===== config.mk =====
export PLATFORM = sky130hd
export DESIGN_NAME = core_mem_access
export DESIGN_NICKNAME = d
export VERILOG_FILES = /design/src/rtl/core_mem_pkg.sv /design/src/rtl/core_llsc_monitor.sv /design/src/rtl/core_mem_access.sv
export SDC_FILE = /design/constraint.sdc
export NUM_CORES = 1
export LEC_CHECK = 0
export CAP_MARGIN = 20
export CORE_UTILIZATION = 45
export CTS_CLUSTER_DIAMETER = 60
export DETAILED_ROUTE_END_ITERATION = 8
export HOLD_SLACK_MARGIN = 0.1
export PLACE_DENSITY_LB_ADDON = 0.25
export SKIP_CTS_REPAIR_TIMING = 1
export SYNTH_ARGS = -nofsm -noshare
export SYNTH_HDL_FRONTEND = slang
export SYNTH_SLANG_ARGS = --single-unit

===== constraint.sdc =====
create_clock -name clk -period 3.8 [get_ports clk]
set_clock_uncertainty 0.1 [all_clocks]
set_input_delay 0.38 -clock clk [delete_from_list [all_inputs] [get_ports clk]]
set_output_delay 0.38 -clock clk [all_outputs]
set_load 0.05 [all_outputs]

===== src/rtl/core_mem_pkg.sv =====
// Shared types and widths for the memory-access stage and its LL/SC link monitor.
package core_mem_pkg;

  localparam int DATA_W  = 32;
  localparam int REG_W   = 5;
  localparam int WADDR_W = 30;

  typedef enum logic [1:0] {
    IDLE    = 2'd0,
    RD_WAIT = 2'd1,
    WR_WAIT = 2'd2
  } state_e;

  function automatic logic [WADDR_W-1:0] word_addr(input logic [DATA_W-1:0] byte_addr);
    return byte_addr[DATA_W-1:2];
  endfunction

endpackage


===== src/rtl/core_llsc_monitor.sv =====
// LL/SC link register: set by a completed LL, checked by SC, cleared by SC,
// by a plain store to the linked word, or by a coherence invalidate.
module core_llsc_monitor
  import core_mem_pkg::*;
(
  input  logic               clk,
  input  logic               rst,
  input  logic               set_i,
  input  logic [WADDR_W-1:0] set_addr_i,
  input  logic               sc_i,
  input  logic [WADDR_W-1:0] check_addr_i,
  output logic               sc_hit_o,
  input  logic               store_i,
  input  logic [WADDR_W-1:0] store_addr_i,
  input  logic               inv_valid_i,
  input  logic [WADDR_W-1:0] inv_addr_i,
  output logic               link_valid_o,
  output logic [WADDR_W-1:0] link_addr_o
);

  logic               link_valid_q, link_valid_d;
  logic [WADDR_W-1:0] link_addr_q, link_addr_d;
  logic               store_hit_s, inv_hit_s;

  // Invalidate is compared against the post-set address so a same-cycle LL loses.
  assign store_hit_s = store_i && (store_addr_i == link_addr_q);
  assign inv_hit_s   = inv_valid_i && (inv_addr_i == link_addr_d);
  assign sc_hit_o    = link_valid_q && (link_addr_q == check_addr_i);

  always_comb begin
    if (set_i) begin
      link_addr_d = set_addr_i;
    end else begin
      link_addr_d = link_addr_q;
    end
  end

  always_comb begin
    if (sc_i || store_hit_s || inv_hit_s) begin
      link_valid_d = 1'b0;
    end else if (set_i) begin
      link_valid_d = 1'b1;
    end else begin
      link_valid_d = link_valid_q;
    end
  end

  always_ff @(posedge clk) begin
    if (rst) begin
      link_valid_q <= 1'b0;
      link_addr_q  <= '0;
    end else begin
      link_valid_q <= link_valid_d;
      link_addr_q  <= link_addr_d;
    end
  end

  assign link_valid_o = link_valid_q;
  assign link_addr_o  = link_addr_q;

endmodule


===== src/rtl/core_mem_access.sv =====
// MEM stage: drives the data-memory req/ack port, stalls upstream while an access
// is outstanding, hosts the LL/SC link monitor and fills the MEM/WB registers.
module core_mem_access
  import core_mem_pkg::*;
(
  input  logic               clk,
  input  logic               rst,
  input  logic               mem_branch,
  input  logic               mem_alu_zero,
  input  logic               mem_mem_read,
  input  logic               mem_mem_write,
  input  logic               mem_ll_mem,
  input  logic               mem_sc_mem,
  input  logic               mem_reg_write,
  input  logic               mem_memtoreg,
  input  logic [DATA_W-1:0]  mem_alu_result,
  input  logic [DATA_W-1:0]  mem_reg_read2,
  input  logic [REG_W-1:0]   mem_dest_reg,
  output logic               m_req,
  output logic               m_we,
  output logic [DATA_W-1:0]  m_addr,
  output logic [DATA_W-1:0]  m_wdata,
  input  logic               m_ack,
  input  logic [DATA_W-1:0]  m_rdata,
  input  logic               inv_valid,
  input  logic [WADDR_W-1:0] inv_addr,
  output logic               stall,
  output logic               branch_taken,
  output logic               wb_reg_write,
  output logic               wb_memtoreg,
  output logic [DATA_W-1:0]  wb_mem_data,
  output logic [DATA_W-1:0]  wb_alu_result,
  output logic [REG_W-1:0]   wb_dest_reg
);

  state_e state_q, state_d;

  logic [WADDR_W-1:0] req_addr_q;
  logic [DATA_W-1:0]  req_wdata_q;
  logic [DATA_W-1:0]  req_alu_q;
  logic [REG_W-1:0]   req_dest_q;
  logic               req_is_ll_q, req_is_sc_q, req_reg_write_q, req_memtoreg_q;

  logic               wb_reg_write_d, wb_memtoreg_d;
  logic [DATA_W-1:0]  wb_mem_data_d, wb_alu_result_d;
  logic [REG_W-1:0]   wb_dest_reg_d;

  logic issue_s, stall_s, sc_hit_s, link_valid_s;
  logic [WADDR_W-1:0] link_addr_s;

  core_llsc_monitor u_llsc (
    .clk          (clk),
    .rst          (rst),
    .set_i        ((state_q == RD_WAIT) && m_ack && req_is_ll_q),
    .set_addr_i   (req_addr_q),
    .sc_i         ((state_q == IDLE) && mem_sc_mem),
    .check_addr_i (word_addr(mem_alu_result)),
    .sc_hit_o     (sc_hit_s),
    .store_i      ((state_q == IDLE) && mem_mem_write),
    .store_addr_i (word_addr(mem_alu_result)),
    .inv_valid_i  (inv_valid),
    .inv_addr_i   (inv_addr),
    .link_valid_o (link_valid_s),
    .link_addr_o  (link_addr_s)
  );

  always_ff @(posedge clk) begin
    if (rst) begin
      state_q <= IDLE;
    end else begin
      state_q <= state_d;
    end
  end

  always_comb begin
    state_d = state_q;
    case (state_q)
      IDLE: begin
        if (mem_mem_read || mem_ll_mem) begin
          state_d = RD_WAIT;
        end else if (mem_mem_write || (mem_sc_mem && sc_hit_s)) begin
          state_d = WR_WAIT;
        end else begin
          state_d = IDLE;
        end
      end
      RD_WAIT, WR_WAIT: begin
        if (m_ack) begin
          state_d = IDLE;
        end else begin
          state_d = state_q;
        end
      end
      default: state_d = IDLE;
    endcase
  end

  // Any cycle that stalls loads a bubble; the MEM/WB fields default to it.
  always_comb begin
    issue_s         = 1'b0;
    stall_s         = 1'b0;
    wb_reg_write_d  = 1'b0;
    wb_memtoreg_d   = 1'b0;
    wb_mem_data_d   = 32'h0000_0000;
    wb_alu_result_d = 32'h0000_0000;
    wb_dest_reg_d   = 5'd0;
    case (state_q)
      IDLE: begin
        if (state_d != IDLE) begin
          issue_s = 1'b1;
          stall_s = 1'b1;
        end else begin
          wb_reg_write_d  = mem_reg_write;
          wb_memtoreg_d   = mem_memtoreg | mem_sc_mem;
          wb_alu_result_d = mem_alu_result;
          wb_dest_reg_d   = mem_dest_reg;
        end
      end
      RD_WAIT, WR_WAIT: begin
        if (m_ack) begin
          wb_reg_write_d  = req_reg_write_q;
          wb_memtoreg_d   = req_memtoreg_q;
          wb_alu_result_d = req_alu_q;
          wb_dest_reg_d   = req_dest_q;
          if (state_q == RD_WAIT) begin
            wb_mem_data_d = m_rdata;
          end else if (req_is_sc_q) begin
            wb_mem_data_d = 32'h0000_0001;
          end else begin
            wb_mem_data_d = 32'h0000_0000;
          end
        end else begin
          stall_s = 1'b1;
        end
      end
      default: stall_s = 1'b0;
    endcase
  end

  always_ff @(posedge clk) begin
    if (rst) begin
      req_addr_q      <= '0;
      req_wdata_q     <= '0;
      req_alu_q       <= '0;
      req_dest_q      <= '0;
      req_is_ll_q     <= 1'b0;
      req_is_sc_q     <= 1'b0;
      req_reg_write_q <= 1'b0;
      req_memtoreg_q  <= 1'b0;
    end else if (issue_s) begin
      req_addr_q      <= word_addr(mem_alu_result);
      req_wdata_q     <= mem_reg_read2;
      req_alu_q       <= mem_alu_result;
      req_dest_q      <= mem_dest_reg;
      req_is_ll_q     <= mem_ll_mem;
      req_is_sc_q     <= mem_sc_mem;
      req_reg_write_q <= mem_reg_write;
      req_memtoreg_q  <= mem_memtoreg | mem_sc_mem;
    end
  end

  always_ff @(posedge clk) begin
    if (rst) begin
      wb_reg_write  <= 1'b0;
      wb_memtoreg   <= 1'b0;
      wb_mem_data   <= '0;
      wb_alu_result <= '0;
      wb_dest_reg   <= '0;
    end else begin
      wb_reg_write  <= wb_reg_write_d;
      wb_memtoreg   <= wb_memtoreg_d;
      wb_mem_data   <= wb_mem_data_d;
      wb_alu_result <= wb_alu_result_d;
      wb_dest_reg   <= wb_dest_reg_d;
    end
  end

  assign m_req        = (state_q != IDLE);
  assign m_we         = (state_q == WR_WAIT);
  assign m_addr       = {req_addr_q, 2'b00};
  assign m_wdata      = req_wdata_q;
  assign stall        = stall_s && !rst;
  assign branch_taken = mem_branch & mem_alu_zero;

endmodule


Word-level counts from Yosys, hierarchy flattened
Index checks and enable logic that the tools add are counted.
Cells by class
  multipliers: 0
  muxes and demuxes: 23
  reduce and logical (&&, ||, !) cells: 20
  $add $sub $neg: 0
  div/mod/pow operators: 0
  equal/unequal tests: 5
  bitwise logic cells: 4
  $lt $le $gt $ge: 0
  shifts and indexed selects: 0
Operator list (count)
  2-to-1 mux 32 bit: 3
  equality test 30 bit: 3
  one-hot mux 32 bit (2 select lines): 1
  2-to-1 mux 30 bit: 1
  2-to-1 mux 5 bit: 2
  one-hot mux 5 bit (2 select lines): 1
  logical AND 1 bit: 9
  2-to-1 mux 1 bit: 8
  2-to-1 mux 2 bit: 3
  one-hot mux 1 bit (2 select lines): 3
  logical OR 1 bit: 4
  one-hot mux 2 bit (2 select lines): 1
  nonzero test 2 bit: 2
  OR reduction 2 bit: 2
  OR reduction 3 bit: 1
  equality test 2 x 1 -> 1 bit (second input constant): 1
  equality test 2 bit (second input constant): 1
  logical NOT 2 bit: 1
  NOT 1 bit: 2
  AND 1 bit: 1
  logical NOT 1 bit: 1
  OR 1 bit: 1
Storage, ports and cells
  output and inout port bits: 139
  logic and storage cells: 68
  memories kept: 0
  flip-flop bits (word level): 207
  memory bits (read-only): 0
  memory bits (writable): 0
  latch bits: 0

Logic depth before layout (Yosys ltp)
Gate-level depths: netlist of run 1.
  depth after elaboration: 11
  mapped depth: 10

Hierarchy
A second synthesis of run 1 with hierarchy kept.
Second synthesis, totals
  cell total of the unflattened synthesis: 775
  area total of the unflattened synthesis: 7368.3 um^2
By module, submodules not included
  core_mem_access: instances 1, area an instance 5276.3 um^2, seq. area each 2922.8 um^2, cells an instance 554
  core_llsc_monitor: instances 1, area an instance 2092.0 um^2, seq. area each 620.6 um^2, cells an instance 221

Least setup slack after synthesis of run 1
No wires, ideal clock.
  kind: input to output
  start point: in mem_alu_result[30]
  end point: out stall
  stages on the path: 8
  buffers on the path: 2
  setup slack: 1.178 ns
  arrival: 2.142 ns
  data required time: 3.320 ns
  cell sequence: xor2_1 > nor4_1 > nand4_1 > nor3_4 > o311a_2 > buf_12 > buf_12 > o21a_1
Between the ends
  cells in the longest elaborated chain, start to end: 11
RTL lines
  from (decl): RTL line core_mem_access.sv:16  | input logic [DATA_W-1:0] mem_alu_result,
  equality test 30 bit: RTL line core_llsc_monitor.sv:28  | assign sc_hit_o = link_valid_q && (link_addr_q == check_addr_i);
  logical AND 1 bit: RTL line core_llsc_monitor.sv:28
  logical AND 1 bit: RTL line core_mem_access.sv:81  | end else if (mem_mem_write || (mem_sc_mem && sc_hit_s)) begin
  logical OR 1 bit: RTL line core_mem_access.sv:81
  2-to-1 mux 2 bit: RTL line core_mem_access.sv:81
  2-to-1 mux 2 bit: RTL line core_mem_access.sv:79  | if (mem_mem_read || mem_ll_mem) begin
  one-hot mux 2 bit (2 select lines): RTL line core_mem_access.sv:77  | case (state_q)
  nonzero test 2 bit: RTL line core_mem_access.sv:109  | if (state_d != IDLE) begin
  2-to-1 mux 1 bit: RTL line core_mem_access.sv:109
  one-hot mux 1 bit (2 select lines): RTL line core_mem_access.sv:107  | case (state_q)
  logical AND 1 bit: RTL line core_mem_access.sv:182  | assign stall = stall_s && !rst;
  to (decl): RTL line core_mem_access.sv:27  | output logic stall,
Every way passes these cells.

Worst setup path in the final report of run 1
Same ends and word-level chain as after synthesis.

==> impl_metrics.py, run 1 <==
metrics = {
    "timing": {
        "pin_slew_with_the_least_headroom_to_its_limit_ps": 821,
        "timing.final.crit_period_ps": 3170,
        "finalCritPeriodShare": 0.834,
        "setup_viol_count_final": 0,
        "max-slew-margin-rel": 0.452,
        "layout_setup_ws_ps": 631,
        "timing.setup.tns_ps": 0,
        "rsz_0062_raised_after_global_routing": "no",
        "report.final.hold_viol_count": 0,
        "hold-worst-slack_ps": 231,
        "final-max-slew-violation-count": 0,
        "clock.fmax_mhz": 316,
    },
    "yosys": {
        "netlist-cell-type-count": 51,
        "yosysTopAreaCell": "dfxtp_1",
        "synth_sequential_area_ratio": 0.444,
        "postSynthCellCount": 811,
        "synth.avg_cell_area_um2": 9.83,
        "synth_async_reset_ratio": 0,
        "post_synth_main_area_contributors": "dfxtp_1, nand2b_1, mux2i_1, a22o_1, xor2_1",
        "count_of_state_elements_after_synthesis": 177,
        "synth_edf_count": 0,
        "ys.warnings.count": 0,
        "ys_flop_type": "dfxtp_1",
        "syn_area_mm2": 0.00798,
        "post-synth-top-area-fraction": 0.444,
    },
    "critical_path": {
        "timing.setup.critical_path_class": "in -> out",
        "critical_path.top_delay_family": "simple AND/OR/NAND/NOR gates",
        "critical_path_required_ps": 3320,
        "worst_setup_path_end_kind": "output pin",
        "slowest_delay_ps": 470,
        "crit_arrival_ps": 2690,
        "critPathSlowestCell": "clkdlybuf4s50_1",
        "cp_max_fo": 6,
        "critPathBufInv": 2,
        "type_of_element_launching_the_critical_path": "primary input",
        "critical_path.cell_chain": "clkdlybuf4s50_1 > xor2_1 > nor4_1 > nand4_1 > nor3_4 > o311a_4 > o21a_1 > buf_12",
    },
    "clock_tree": {
        "clock_latency_ps": 420,
        "cts-root-to-sink-buffers": 2,
        "clk_sinks": 177,
        "tritoncts": "yes",
        "cts.clk_slew.worst_paths_ps": 60,
        "clk_root_buffer_cell": "clkbuf_16",
        "cts_buffers": 17,
        "htree_num_levels": 4,
    },
    "global_routing": {
        "maximum_number_of_pins_on_one_net_before_global_route_repair": 92,
        "grt_remaining_overflow": 0,
        "grt_first_pass_wirelength_um": 33500,
        "antenna_violations_before_repair": 0,
        "first_global_vias": 6278,
        "track_usage": 0.241,
    },
    "floorplan": {
        "die_width_um": 135,
        "coreArea_mm2": 0.0173,
        "floorplan.initialDensity": 0.461,
        "pin_count": 282,
        "design.die.area_mm2": 0.0183,
        "dieHeight_um": 135,
        "rows": 48,
    },
    "placement": {
        "numPortBuffers": 279,
        "detailed_place_hpwl_um": 15800,
        "gp_routability_congestion": 0.923,
        "dpl_worst_slack_ps": 661,
    },
    "hold_path": {
        "hold_path.class": "in -> reg",
    },
    "pwr": {
        "irDropWorstVdd_mv": 0.331,
        "p_leak_nw": 4.61,
        "p_per_area_mw_per_mm2": 432,
    },
    "outcome": {
        "outcome": "completed",
    },
    "drt": {
        "detail_route.wirelength_um": 21700,
        "dr.pass1.iters": 7,
        "route.detailed.drc": 0,
        "route.detailed.wl_per_inst_um": 17.0,
        "num_vias": 6436,
        "drtIter0Drc": 439,
        "ant_nets": 0,
        "detail_route.vias_per_cell": 5.04,
    },
    "final_layout": {
        "area.growth.synth_to_final_pct": 40.8,
        "final_layout_size_suffix_gt1_frac": 0.0494,
        "post-route-util": 0.649,
        "finish.net_count": 1189,
        "antenna-diode-count": 0,
    },
    "run": {
        "max_cap_viol_count": 0,
    },
}
[synth_stat cells (all sizes together) (2+ instances only)]
master and number:
a221o 2, buf 46, nand2b 147, and3 3, ha 5, nand2 37, or4b 2, xnor2 5
nand3 3, o22ai 10, nor2b 12, inv 26, dfxtp 177, a22o 42, nor2 25, o221ai 2
a2bb2oi 2, o211ai 4, or2 2, nor4 15, mux2i 88, nor3 3, clkbuf 32, a21oi 24
nand4 4, a22oi 3, o21ai 4, and2 32, xor2 37
[path summary, 6_finish.rpt]
path | from | end | slack (ps) | cells after the start
worst max-delay path | mem_alu_result[30] | stall | 630 | 8
worst min-delay path | rst | u_llsc.link_addr_o[9] | 230 | 2
worst max register to register | u_llsc.link_addr_o[17] | m_wdata[19] | 1160 | 7
worst min register to register | req_reg_write_q | wb_reg_write | 370 | 1
[logic make-up after synthesis]
group,count (synthesis),share of synthesized area
fa+ha+maj,5,0.00784
buf+inv,104,0.0822
simple gates,288,0.209
compound gates,106,0.0999
mux,88,0.110
flops,177,0.444
xor+xnor,42,0.0461
other cells,1,0.000470
[worst register-to-register path, delay by kind of cell (launching register included)]
kind            cells  cell delay, ps
mux                 1             290
flops               1             410
xor+xnor            1             130
buf+inv             1             350
simple gates        3            1060
compound gates      1             240
[per-stage QoR]
step	std cells	power (W)	cell area, um^2
2_1_floorplan	812	0.00276	7980
3_3_place_gp	1247	0.00310	10600
3_5_place_dp	1247	0.00311	10600
4_1_cts	1278	0.00490	11200
5_1_grt	1278	0.00504	11200
6_report	1278	0.00485	11200
[layer usage]
layer  share of wire  track usage
met1            0.43        0.299
met2            0.47        0.396
met3           0.081       0.0758
met4           0.018       0.0762
met5               0            0
[cells in the final DEF (no fill, tap or decap), types with 5 or more instances in the layout]
cell / Yosys / routed
clkdlybuf4s50_1: 0 / 277
dfxtp_1: 177 / 177
nand2b_1: 147 / 147
mux2i_1: 88 / 88
a22o_1: 42 / 42
nand2_1: 37 / 37
xor2_1: 37 / 37
and2_1: 32 / 32
inv_1: 26 / 26
nor2_1: 25 / 25
a21oi_1: 24 / 24
clkbuf_16: 0 / 17
nor4_1: 15 / 14
nor2b_1: 12 / 12
o22ai_1: 10 / 10
buf_4: 33 / 7
xnor2_1: 5 / 5
ha_1: 5 / 5
[cell type report]
type,instances,area [um^2]
fillers,1477,6070
multi-input cells,531,3800
flip-flops and latches,177,3540
repair buffers,288,2910
clock buffers,21,480
well taps,225,282
clock inverters,10,120
inverters,26,97.6
[where the power goes]
part / switching [W] / total [W] / internal, W
clock: 0.000739 / 0.00178 / 0.00104
combinational: 0.000584 / 0.00103 / 0.000446
sequential: 0.0000858 / 0.00204 / 0.00196
Note: power is estimated with default switching activity, not from simulation.
==> run 2: changes to the inputs <==
- CORE_UTILIZATION: 45 -> 41
- clock period: 3.8 -> 2.9 ns (I/O delays scaled with it)
==> run 2 against run 1 <==
- design area increased by 2.3%
- critical path type unchanged
- sequential power increased by 31%
- combinational power grew 36%
- largest power group unchanged
- clock power is 26% higher
==> impl_metrics.py, run 2 (same netlist as run 1, synthesis figures left out) <==
metrics = {
    "timing": {
        "timing.final.crit_period_ps": 2850,
        "rsz_0062_raised_after_global_routing": "no",
        "pin_slew_with_the_least_headroom_to_its_limit_ps": 857,
        "timing.setup.tns_ps": 0,
        "setup_viol_count_final": 0,
        "max-slew-margin-rel": 0.429,
        "clock.fmax_mhz": 351,
        "finalCritPeriodShare": 0.983,
        "layout_setup_ws_ps": 49.7,
        "report.final.hold_viol_count": 0,
        "final-max-slew-violation-count": 0,
    },
    "final_layout": {
        "post-route-util": 0.608,
        "final.fill_count": 1608,
        "final_layout_size_suffix_gt1_frac": 0.0753,
        "area.growth.synth_to_final_pct": 44.0,
        "mostFrequentLayoutCell": "clkdlybuf4s50_1",
        "finish.net_count": 1211,
        "antenna-diode-count": 0,
        "layout_common_cells": "clkdlybuf4s50_1, dfxtp_1, nand2b_1, mux2i_1, a22o_1",
        "postLayoutCellArea_mm2": 0.0115,
    },
    "placement": {
        "gp_routability_congestion": 0.924,
        "numPortBuffers": 279,
        "dpl_worst_slack_ps": -199,
        "total_placed_instance_area_mm2": 0.0109,
        "detailed_place_hpwl_um": 16500,
    },
    "floorplan": {
        "die_width_um": 141,
        "pin_count": 282,
        "dieHeight_um": 141,
        "rows": 50,
        "design.die.area_mm2": 0.0200,
        "floorplan.initialDensity": 0.422,
        "coreArea_mm2": 0.0189,
    },
    "drt": {
        "route.detailed.wl_per_inst_um": 16.7,
        "ant_nets": 0,
        "dr.pass1.iters": 5,
        "detail_route.vias_per_cell": 4.84,
        "drtIter0Drc": 435,
        "route.detailed.drc": 0,
        "detail_route.wirelength_um": 22200,
        "num_vias": 6460,
    },
    "critical_path": {
        "critPathBufInv": 2,
        "worst-r2r-setup-slack_ps": 410,
        "rr_startpoint": "state_q[1]",
        "worst-r2r-cell-count": 9,
        "cp_max_fo": 3,
        "critical_path.top_delay_family": "simple AND/OR/NAND/NOR gates",
        "critPathSlowestCell": "clkdlybuf4s50_1",
        "worstReg2RegEnd": "u_llsc.link_valid_o",
        "crit_arrival_ps": 2460,
        "critical_path.cell_chain": "clkdlybuf4s50_1 > xor2_1 > nor4_2 > nand4_1 > nor3_4 > o311a_4 > o21a_1 > buf_12",
        "worst_setup_path_end_kind": "output pin",
        "timing.setup.critical_path_class": "in -> out",
        "type_of_element_launching_the_critical_path": "primary input",
        "critical_path_required_ps": 2510,
        "slowest_delay_ps": 470,
    },
    "pwr": {
        "power_switching_share": 0.316,
        "p_leak_nw": 4.72,
        "switchingPower_w": 0.00200,
        "clock_power_share": 0.356,
        "combinationalPowerShare": 0.222,
        "cell_internal_pwr_w": 0.00433,
        "seqPwrFrac": 0.423,
        "p_per_area_mw_per_mm2": 551,
        "irDropWorstVdd_mv": 0.430,
    },
    "clock_tree": {
        "cts-root-to-sink-buffers": 2,
        "clk_sinks": 177,
        "cts_buffers": 17,
        "clock_latency_ps": 440,
        "cts.clk_slew.worst_paths_ps": 70,
        "clk_root_buffer_cell": "clkbuf_16",
        "htree_num_levels": 4,
        "tritoncts": "yes",
    },
    "global_routing": {
        "track_usage": 0.224,
        "antenna_violations_before_repair": 0,
        "maximum_number_of_pins_on_one_net_before_global_route_repair": 106,
        "grt_remaining_overflow": 0,
        "grt_first_pass_wirelength_um": 34100,
        "first_global_vias": 6214,
    },
    "hold_path": {
        "hold_depth": 2,
        "min-delay-start": "m_rdata[29]",
        "hold_path.class": "in -> reg",
        "whs_endpoint": "wb_mem_data[29]",
    },
    "run": {
        "max_cap_viol_count": 0,
    },
    "outcome": {
        "outcome": "completed",
    },
}
## run 2: cell count changes in the layout (fill, tap and decap cells not counted), sizes merged
| cell | delta |
|---|---|
| buf | +21 |
| bufinv | -2 |
| clkbuf | -4 |
| clkinv | +2 |
| clkinvlp | +2 |
| dlygate4sd3 | +1 |
| inv | +3 |
## run 2: how the worst max path moves through the flow
stage | start | slack, ps | to | cells past startpoint
after floorplan | state_q[0] | 380 | stall | 9
after global placement | mem_alu_result[29] | -100 | stall | 8
after detailed placement | mem_alu_result[29] | -200 | m_wdata[23] | 8
after CTS | mem_alu_result[29] | -150 | stall | 8
after global routing | u_llsc.link_addr_o[27] | 10 | stall | 7
final | mem_alu_result[29] | 50 | stall | 8
## run 2: layer usage
metal  track usage  share of wire  up-vias
met5             0              0        -
met4        0.0707          0.018        0
met3        0.0732          0.077       29
met2         0.372           0.48      257
met1         0.274           0.43     2976
li1              -              -     3198
## run 2: cell type report
| type | count | area (um^2) | share of cell area |
|---|---|---|---|
| Multi-Input combinational cell | 531 | 3810 | 0.332 |
| Sequential cell | 177 | 3550 | 0.309 |
| Timing Repair Buffer | 310 | 3120 | 0.272 |
| Clock buffer | 17 | 425 | 0.0370 |
| Tap cell | 260 | 325 | 0.0283 |
| Clock inverter | 15 | 149 | 0.0130 |
| Inverter | 26 | 97.6 | 0.00850 |
## run 2: power by group through the flow
| stage | Clock (W) | Sequential [W] | Combinational [W] |
|---|---|---|---|
| floorplan | 0 | 0.00294 | 0.000676 |
| global placement | 0 | 0.00272 | 0.00139 |
| detailed placement | 0 | 0.00273 | 0.00140 |
| CTS | 0.00229 | 0.00267 | 0.00141 |
| global route | 0.00240 | 0.00269 | 0.00148 |
| finish | 0.00225 | 0.00267 | 0.00140 |
## run 2: per-stage QoR
stage | total power, W | hold WS (ps) | instances
after floorplan | 0.00361 | 312 | 812
after global placement | 0.00412 | 354 | 1301
after detailed placement | 0.00413 | 358 | 1301
after CTS | 0.00637 | 75.1 | 1333
after global routing | 0.00656 | 299 | 1336
final | 0.00632 | 310 | 1336
==> run 3: changes to the inputs <==
--- a/constraint.sdc
+++ b/constraint.sdc
@@ -4,2 +4,2 @@
 set_output_delay 0.29 -clock clk [all_outputs]
-set_load 0.05 [all_outputs]
+set_load 0.005 [all_outputs]
==> run 3 against run 2 <==
- design area is 0.34% higher
- fmax is 5.9% higher
- largest cell class unchanged
- clock power up 2%
- sequential cell count is the same
- wire length fell by 0.98%
- utilization up 0.21 points
- count of clock-buffer cells in the layout unchanged
- hold slack gained 6.1 ps
==> impl_metrics.py, run 3 (same netlist as run 1, synthesis figures left out) <==
metrics = {
    "final_layout": {
        "final_cell_count_without_fillers": 1344,
        "area_taken_by_multi_input_logic_gates_mm2": 0.00383,
        "layout_common_cells": "clkdlybuf4s50_1, dfxtp_1, nand2b_1, mux2i_1, a22o_1",
        "area.growth.synth_to_final_pct": 44.5,
        "final.fill_count": 1645,
        "finish.net_count": 1219,
        "antenna-diode-count": 0,
        "final_layout_size_suffix_gt1_frac": 0.0839,
        "layout.area.seq_mm2": 0.00355,
        "mostFrequentLayoutCell": "clkdlybuf4s50_1",
    },
    "pwr": {
        "irDropWorstVdd_mv": 0.440,
        "p_per_area_mw_per_mm2": 516,
        "p_leak_nw": 4.76,
    },
    "clock_tree": {
        "cts-root-to-sink-buffers": 2,
        "clk_root_buffer_cell": "clkbuf_16",
        "htree_num_levels": 4,
        "tritoncts": "yes",
        "cts_buffers": 17,
        "clock_latency_ps": 430,
        "cts.clk_slew.worst_paths_ps": 70,
        "clk_sinks": 177,
    },
    "floorplan": {
        "design.die.area_mm2": 0.0200,
        "die_width_um": 141,
        "dieHeight_um": 141,
        "rows": 50,
        "floorplan.initialDensity": 0.422,
        "coreArea_mm2": 0.0189,
        "pin_count": 282,
    },
    "timing": {
        "timing.final.crit_period_ps": 2690,
        "report.final.hold_viol_count": 0,
        "max-slew-margin-rel": 0.457,
        "layout_setup_ws_ps": 208,
        "setup_viol_count_final": 0,
        "final-max-slew-violation-count": 0,
        "finalCritPeriodShare": 0.928,
        "rsz_0062_raised_after_global_routing": "no",
        "hold-worst-slack_ps": 316,
        "pin_slew_with_the_least_headroom_to_its_limit_ps": 815,
        "clock.fmax_mhz": 371,
    },
    "placement": {
        "numPortBuffers": 279,
        "dpl_worst_slack_ps": -381,
        "gp_routability_congestion": 0.930,
        "detailed_place_hpwl_um": 16300,
        "placed_cells_incl_taps": 1311,
    },
    "drt": {
        "detail_route.wirelength_um": 22000,
        "num_vias": 6506,
        "route.detailed.wl_per_inst_um": 16.4,
        "detail_route.vias_per_cell": 4.84,
        "ant_nets": 0,
        "dr.pass1.iters": 5,
        "drtIter0Drc": 380,
        "route.detailed.drc": 0,
    },
    "hold_path": {
        "hold_path.class": "in -> reg",
        "hold_depth": 3,
        "min-delay-start": "rst",
        "whs_endpoint": "wb_mem_data[28]",
    },
    "global_routing": {
        "maximum_number_of_pins_on_one_net_before_global_route_repair": 108,
        "grt_first_pass_wirelength_um": 34100,
        "first_global_vias": 6307,
        "antenna_violations_before_repair": 0,
        "track_usage": 0.222,
        "grt_remaining_overflow": 0,
    },
    "critical_path": {
        "crit_arrival_ps": 2300,
        "worst-r2r-setup-slack_ps": 340,
        "timing.setup.critical_path_class": "in -> out",
        "rr_startpoint": "u_llsc.link_addr_o[14]",
        "worstReg2RegEnd": "req_addr_q[28]",
        "worst_setup_path_end_kind": "output pin",
        "critical_path_required_ps": 2510,
        "worst-r2r-cell-count": 8,
        "type_of_element_launching_the_critical_path": "primary input",
        "cp_max_fo": 2,
    },
    "run": {
        "max_cap_viol_count": 0,
    },
    "outcome": {
        "outcome": "completed",
    },
}
-- run 3: layer usage --
layer  up-vias  routed length (um)  track usage
li1       3218                   -            -
met1      3024                9570        0.273
met2       244               10400        0.370
met3        20                1800       0.0705
met4         0                 284       0.0673
met5         -                   0            0
-- run 3: worst max path at each step --
stage                       start     to  slack, ps
3_5_place_dp   mem_alu_result[29]  stall       -380
2_1_floorplan          state_q[0]  stall        550
5_1_grt                state_q[0]  stall        140
4_1_cts        mem_alu_result[29]  stall       -380
3_3_place_gp   mem_alu_result[29]  stall       -410
6_report       mem_alu_result[11]  stall        210
-- run 3: through the flow --
stage / util / TNS, ps / total power, W / area (um^2)
2_1_floorplan: - / 0 / 0.00322 / 7980
4_1_cts: 0.608 / -385 / 0.00601 / 11500
5_1_grt: 0.610 / 0 / 0.00619 / 11500
6_report: 0.610 / 0 / 0.00595 / 11500
3_3_place_gp: 0.577 / -20920 / 0.00371 / 10900
3_5_place_dp: 0.577 / -18180 / 0.00371 / 10900
-- run 3: worst max-delay path, stage by stage --
cell	delay [ps]
clkdlybuf4s50_1	450
xor2_1	200
nor4_2	410
nand4_1	290
nor3_4	220
o311a_4	180
o21a_1	100
dlymetal6s2s_1	160
-- run 3: where the power goes --
group          switching, W  internal [W]  leakage, nW
clock               0.00113       0.00116        0.287
sequential         0.000111       0.00256         1.45
combinational      0.000381      0.000605         3.03
-- run 3: final cells by class --
class                           count  area share
Tap cell                          260      0.0282
Multi-Input combinational cell    531       0.332
Clock inverter                     15      0.0143
Inverter                           26     0.00847
Clock buffer                       17      0.0369
Timing Repair Buffer              318       0.272
Sequential cell                   177       0.308
